[config.mk]
export PLATFORM = sky130hd
export DESIGN_NAME = sfp_row_ctrl
export DESIGN_NICKNAME = d
export VERILOG_FILES = /design/src/rtl/sfp_ctrl_pkg.sv /design/src/rtl/sfp_row_ctrl_cnt.sv /design/src/rtl/sfp_row_ctrl.sv
export SDC_FILE = /design/constraint.sdc
export NUM_CORES = 1
export LEC_CHECK = 0
export ABC_AREA = 1
export BUFFER_PORTS_ARGS = -buffer_cell sky130_fd_sc_hd__buf_2
export CORE_UTILIZATION = 42
export CTS_BUF_LIST = sky130_fd_sc_hd__clkbuf_4 sky130_fd_sc_hd__clkbuf_8
export DETAILED_ROUTE_END_ITERATION = 7
export PLACE_DENSITY_LB_ADDON = 0.25
export SLEW_MARGIN = 30
export SYNTH_ARGS = -nofsm -noshare
export SYNTH_HDL_FRONTEND = slang
export SYNTH_SLANG_ARGS = --single-unit
[constraint.sdc]
create_clock -name clk -period 3.95 [get_ports clk]
set_clock_uncertainty 0.05 [all_clocks]
set_input_delay 0 -clock clk [delete_from_list [all_inputs] [get_ports clk]]
set_output_delay 0 -clock clk [all_outputs]
set_load 0.02 [all_outputs]
[src/rtl/sfp_ctrl_pkg.sv]
// Shared types and constants for the sfp_row controller: state encoding and row sizing.
package sfp_ctrl_pkg;

  localparam int unsigned ROW_W_DEF = 4;
  localparam int unsigned MAX_ROWS  = 1 << ROW_W_DEF;
  localparam int unsigned STATE_W   = 3;

  typedef enum logic [STATE_W-1:0] {
    S_IDLE  = 3'd0,
    S_ACC   = 3'd1,
    S_SYNC  = 3'd2,
    S_DIV   = 3'd3,
    S_DRAIN = 3'd4,
    S_DONE  = 3'd5
  } state_e;

  // States in which our acc pass is complete and the peer may rely on our sums
  function automatic logic is_post_acc(state_e s);
    return (s == S_SYNC) || (s == S_DIV) || (s == S_DRAIN);
  endfunction

endpackage

[src/rtl/sfp_row_ctrl_cnt.sv]
// Row counter shared by the acc and div passes: clear, enable and last-row compare.
module sfp_row_ctrl_cnt
  import sfp_ctrl_pkg::*;
#(
  parameter int unsigned W = ROW_W_DEF
) (
  input  logic         clk,
  input  logic         reset,
  input  logic         clr,
  input  logic         en,
  input  logic [W:0]   limit,
  output logic [W-1:0] cnt,
  output logic         last_c
);

  logic [W-1:0] cnt_d;
  logic [W-1:0] cnt_q;

  always_comb begin
    cnt_d = cnt_q;
    if (clr) begin
      cnt_d = '0;
    end else if (en) begin
      cnt_d = cnt_q + W'(1);
    end
  end

  always_ff @(posedge clk or posedge reset) begin
    if (reset) begin
      cnt_q <= '0;
    end else begin
      cnt_q <= cnt_d;
    end
  end

  assign cnt    = cnt_q;
  // A full 2**W job ends at all-ones, hence the extra limit bit
  assign last_c = ({1'b0, cnt_q} == (limit - (W+1)'(1)));

endmodule

[src/rtl/sfp_row_ctrl.sv]
// Initiator-side sequencer for one core's sfp_row: acc pass, peer sync, div pass.
// Optional stall counter enabled by defining SFP_ROW_CTRL_PERF_EN.
module sfp_row_ctrl
  import sfp_ctrl_pkg::*;
#(
  parameter int unsigned ROW_W  = ROW_W_DEF,
  parameter int unsigned PERF_W = 16
) (
  input  logic              clk,
  input  logic              reset,
  input  logic              start,
  input  logic [ROW_W:0]    num_rows,
  input  logic              row_valid,
  output logic [ROW_W-1:0]  row_addr,
  output logic              acc,
  output logic              div,
  output logic              peer_ext_rd,
  output logic              out_wr,
  output logic [ROW_W-1:0]  out_addr,
  output logic              local_done,
  input  logic              peer_done,
  output logic              busy,
  output logic              done,
  output logic [PERF_W-1:0] perf_stall_cnt
);

  localparam logic [ROW_W:0] ROWS_MAX = (ROW_W+1)'(1 << ROW_W);

  state_e state_q;
  state_e state_d;

  logic [ROW_W:0]   rows_q;
  logic [ROW_W:0]   rows_d;
  logic [ROW_W:0]   rows_clip_c;
  logic             start_ok_c;
  logic             acc_c;
  logic             div_c;
  logic             last_c;
  logic             cnt_clr_c;
  logic             cnt_en_c;
  logic [ROW_W-1:0] cnt;

  logic             peer_ext_rd_q, peer_ext_rd_d;
  logic             out_wr_q, out_wr_d;
  logic [ROW_W-1:0] out_addr_q, out_addr_d;
  logic             local_done_q, local_done_d;
  logic             busy_q, busy_d;
  logic             done_q, done_d;

  assign rows_clip_c = (num_rows > ROWS_MAX) ? ROWS_MAX : num_rows;
  assign start_ok_c  = start && (state_q == S_IDLE);

  // Next state, pass strobes and next values of the registered outputs
  always_comb begin
    state_d       = state_q;
    rows_d        = rows_q;
    acc_c         = 1'b0;
    div_c         = 1'b0;
    unique case (state_q)
      S_IDLE: begin
        if (start) begin
          rows_d  = rows_clip_c;
          state_d = (rows_clip_c == '0) ? S_DONE : S_ACC;
        end
      end
      S_ACC: begin
        acc_c = row_valid;
        if (row_valid && last_c) state_d = S_SYNC;
      end
      S_SYNC: begin
        if (peer_done) state_d = S_DIV;
      end
      S_DIV: begin
        div_c = row_valid;
        if (row_valid && last_c) state_d = S_DRAIN;
      end
      S_DRAIN: state_d = S_DONE;
      S_DONE:  state_d = S_IDLE;
      default: state_d = S_IDLE;
    endcase

    // sfp_row pops the peer sum and presents sfp_out one cycle after each div
    peer_ext_rd_d = div_c;
    out_wr_d      = div_c;
    out_addr_d    = div_c ? cnt : '0;
    busy_d        = (state_d != S_IDLE);
    done_d        = (state_d == S_DONE);
    // An empty job never announces sums to the peer
    local_done_d  = is_post_acc(state_d) ||
                    ((state_d == S_DONE) && (state_q == S_DRAIN));
  end

  assign cnt_clr_c = start_ok_c || ((acc_c || div_c) && last_c);
  assign cnt_en_c  = acc_c || div_c;

  sfp_row_ctrl_cnt #(
    .W (ROW_W)
  ) u_cnt (
    .clk    (clk),
    .reset  (reset),
    .clr    (cnt_clr_c),
    .en     (cnt_en_c),
    .limit  (rows_q),
    .cnt    (cnt),
    .last_c (last_c)
  );

  always_ff @(posedge clk or posedge reset) begin
    if (reset) begin
      state_q       <= S_IDLE;
      rows_q        <= '0;
      peer_ext_rd_q <= 1'b0;
      out_wr_q      <= 1'b0;
      out_addr_q    <= '0;
      local_done_q  <= 1'b0;
      busy_q        <= 1'b0;
      done_q        <= 1'b0;
    end else begin
      state_q       <= state_d;
      rows_q        <= rows_d;
      peer_ext_rd_q <= peer_ext_rd_d;
      out_wr_q      <= out_wr_d;
      out_addr_q    <= out_addr_d;
      local_done_q  <= local_done_d;
      busy_q        <= busy_d;
      done_q        <= done_d;
    end
  end

  assign row_addr    = cnt;
  assign acc         = acc_c;
  assign div         = div_c;
  assign peer_ext_rd = peer_ext_rd_q;
  assign out_wr      = out_wr_q;
  assign out_addr    = out_addr_q;
  assign local_done  = local_done_q;
  assign busy        = busy_q;
  assign done        = done_q;

`ifdef SFP_ROW_CTRL_PERF_EN
  logic [PERF_W-1:0] perf_q;
  logic [PERF_W-1:0] perf_d;
  logic              stall_c;

  // Stall = waiting on the peer, or a pass cycle with no row presented
  always_comb begin
    stall_c = (state_q == S_SYNC) ||
              (((state_q == S_ACC) || (state_q == S_DIV)) && !row_valid);
    perf_d  = perf_q;
    if (start_ok_c) begin
      perf_d = '0;
    end else if (stall_c && (perf_q != '1)) begin
      perf_d = perf_q + PERF_W'(1);
    end
  end

  always_ff @(posedge clk or posedge reset) begin
    if (reset) begin
      perf_q <= '0;
    end else begin
      perf_q <= perf_d;
    end
  end

  assign perf_stall_cnt = perf_q;
`else
  assign perf_stall_cnt = '0;
`endif

endmodule
==> flow_summary.json <==
{
  "core_um2": 2590,
  "yosysTopAreaCellShare_pct": 41.84,
  "min_period_ns": 1.883,
  "outcome": "finished clean",
  "cp_max_fo": 3,
  "post_cts_buffers": 0,
  "cts_buffers": 3,
  "tritoncts": "done",
  "ant_nets": 0,
  "clkLatencyLatePin_ns": 0.30,
  "hold_class": "input port to flip-flop",
  "fin_area_um2": 1354,
  "io_buffer_count": 24,
  "first_global_vias": 929,
  "drc_errors": 0,
  "rsz0062_at_grt": "no",
  "die_x_um": 55.37,
  "rows": 18,
  "initial_utilization_pct": 46.18,
  "dr_total_vias": 1028,
  "synth_edf_count": 0,
  "synthesis.area_um2": 1196,
  "drtPass1Iterations": 4,
  "ys_seq_area_share_pct": 41.84,
  "maxCapViolCount": 0,
  "grt_pass1_wl_um": 4015,
  "grt_overflow": 0,
  "dieArea_um2": 3065,
  "synthDistinctLibCells": 23,
  "fmax_mhz": 531.1,
  "drtIter0Drc": 35,
  "fin_cells": 216,
  "place.gp.congestion": 0.8387,
  "grt_usage_pct": 16.30,
  "diodes": 0,
  "yosys_warnings": 0,
  "die_h_um": 55.37,
  "synthArstFlopShare_pct": 100.0,
  "ys_seq_elements": 20,
  "area_growth_pct": 13.18,
  "slew_headroom_pct": 49.08,
  "dpl.hpwl_um": 1731,
  "endpoint_kind": "flip-flop",
  "postPlaceCellArea_um2": 1271,
  "avgSynthCellArea_um2": 7.668,
  "worst_pin_slew_ns": 0.7630,
  "register_area_um2": 500.5,
  "place_inst": 207,
  "syn_inst": 156,
  "grt_max_degree": 21,
  "synthTopCellsByArea": "dfrtp_1 (42%), buf_4 (11%), inv_1 (8.5%), nand2_1 (7.5%), nand3_1 (5.9%)",
  "final_layout_size_suffix_gt1_share_pct": 20.97,
  "drv_slew": 0,
  "setup_viol": 0,
  "arrival_ns": 2.01,
  "drt-total-wl_um": 2231,
  "yosys.area.top_type": "dfrtp_1",
  "cts.clk_slew.worst_paths_ns": 0.11,
  "ys.flop_type": "dfrtp_1",
  "clk_path_buf_depth": 2,
  "finish.net_count": 200,
  "multiInputGateArea_um2": 496.7,
  "ir_drop_mv": 0.3556,
  "clockRootBuffer": "clkbuf_4",
  "io_pins": 41,
  "via_per_inst": 4.759,
  "htreeDepth": 1,
  "crit_type": "flip-flop to flip-flop",
  "num-fill-cells": 247,
  "leakagePower_uw": 0.0008239,
  "wl_per_cell_um": 10.33,
  "numClockSinks": 20,
  "setup_tns_ns": 0,
  "finalHoldViolCount": 0,
  "antenna_found_initial": 0,
  "worstSetupStartpointType": "flip-flop",
  "p_per_area_nw_per_um2": 700.1,
  "min_period_over_period_pct": 47.67,
  "required_ns": 4.08
}
==> worst max-delay path, cell delays in order (launching register included) <==
cell	delay [ns]
dfrtp_1	0.39
inv_2	0.06
ha_1	0.32
nand2_1	0.07
inv_1	0.04
nor2_1	0.14
nand2_1	0.07
nor2_1	0.10
nand3_1	0.13
nor2_1	0.12
nor2_1	0.05
nor2_2	0.14
nand3_1	0.09
==> cells in the mapped netlist, types with 2 or more instances <==
library cell and n:
nor2_2 2, inv_2 4, nand3_1 14, o21ai_0 2, nand4_1 5, xor2_1 2, dfrtp_1 20, nor2_1 18
nand2_2 4, a21oi_1 3, ha_1 2, buf_4 17, nand2_1 24, inv_1 27, o22ai_1 4
==> per-stage QoR <==
stage | total power [uW] | utilization, % | setup slack, ns | hold slack [ns]
floorplan | 746.5 | - | 2.300 | -0.08617
global placement | 835.6 | 49.08 | 2.174 | 0.1099
detailed placement | 850.3 | 49.08 | 2.100 | 0.1216
CTS | 952.2 | 52.27 | 2.070 | 0.04213
global route | 1046 | 52.27 | 1.844 | 0.06062
finish | 947.8 | 52.27 | 2.067 | 0.03621
==> kinds of logic (layout without fill, tap and decap cells) <==
| group | Yosys count | after routing | synth area share [%] |
|---|---|---|---|
| simple gates | 71 | 71 | 27.51 |
| xor+xnor | 2 | 2 | 1.465 |
| fa+ha+maj | 2 | 2 | 2.092 |
| other cells | 1 | 16 | 0.3135 |
| buf+inv | 49 | 64 | 21.34 |
| flops | 20 | 20 | 41.84 |
| compound gates | 11 | 11 | 5.439 |
==> cells in the final DEF, fill, tap and decap left out, types with 2 or more instances in the layout <==
cell           netlist  final
nand2_1             24     24
nand4_1              5      5
nor2_1              18     18
conb_1               1     16
o21ai_0              2      2
nand3_1             14     14
nand2_2              4      4
o22ai_1              4      4
dlygate4sd3_1        0      6
inv_2                4      4
dfrtp_1             20     20
inv_1               27     27
nor2_2               2      2
a21oi_1              3      3
clkbuf_4             0      3
xor2_1               2      2
buf_2                0     24
ha_1                 2      2
==> power by group <==
| part | leakage, uW | internal, uW | switching (uW) |
|---|---|---|---|
| Clock | 0.0000138 | 35.5 | 60.0 |
| Combinational | 0.000549 | 182 | 347 |
| Sequential | 0.000261 | 270 | 54.1 |
==> state kept, by name, summed over array words and instances (netlist names) <==
register and count:
u_cnt.cnt 4, out_wr 1, out_addr 4, state_q 3, busy 1, done 1, local_done 1, rows_q 5
==> path summary, 6_finish.rpt <==
| check | start | end | slack (ns) | depth (start not counted) |
|---|---|---|---|---|
| max | rows_q[0] | local_done | 2.07 | 12 |
| min reg2reg | rows_q[4] | rows_q[4] | 0.48 | 1 |
| min | row_valid | out_addr[3] | 0.04 | 3 |
| max in group asynchronous | reset | rows_q[0] | 3.06 | 3 |
| max reg2reg | rows_q[0] | local_done | 2.07 | 12 |
| min in group asynchronous | reset | rows_q[4] | 0.32 | 3 |
==> layout make-up <==
cell class                 instances  area share [%]
clock buffer                       3           1.664
inverter                          31           8.595
multi-input combinational        102           36.69
sequential                        20           36.97
tap                               30           2.773
timing repair buffer              30           13.31
==> routing by layer <==
metal | global-route usage, % | up-vias | routed length (um)
li1 | - | 512 | -
met1 | 20.03 | 468 | 989
met2 | 28.06 | 43 | 1071
met3 | 2.342 | 5 | 123
met4 | 7.500 | 0 | 48
met5 | 0 | - | 0
==> timing repair <==
item | CTS | global route
resized for setup | 0 | 0
hold buffers | 6 | 0
hold endpoints to repair | 25 | 0
(Power assumes the default switching activity.)
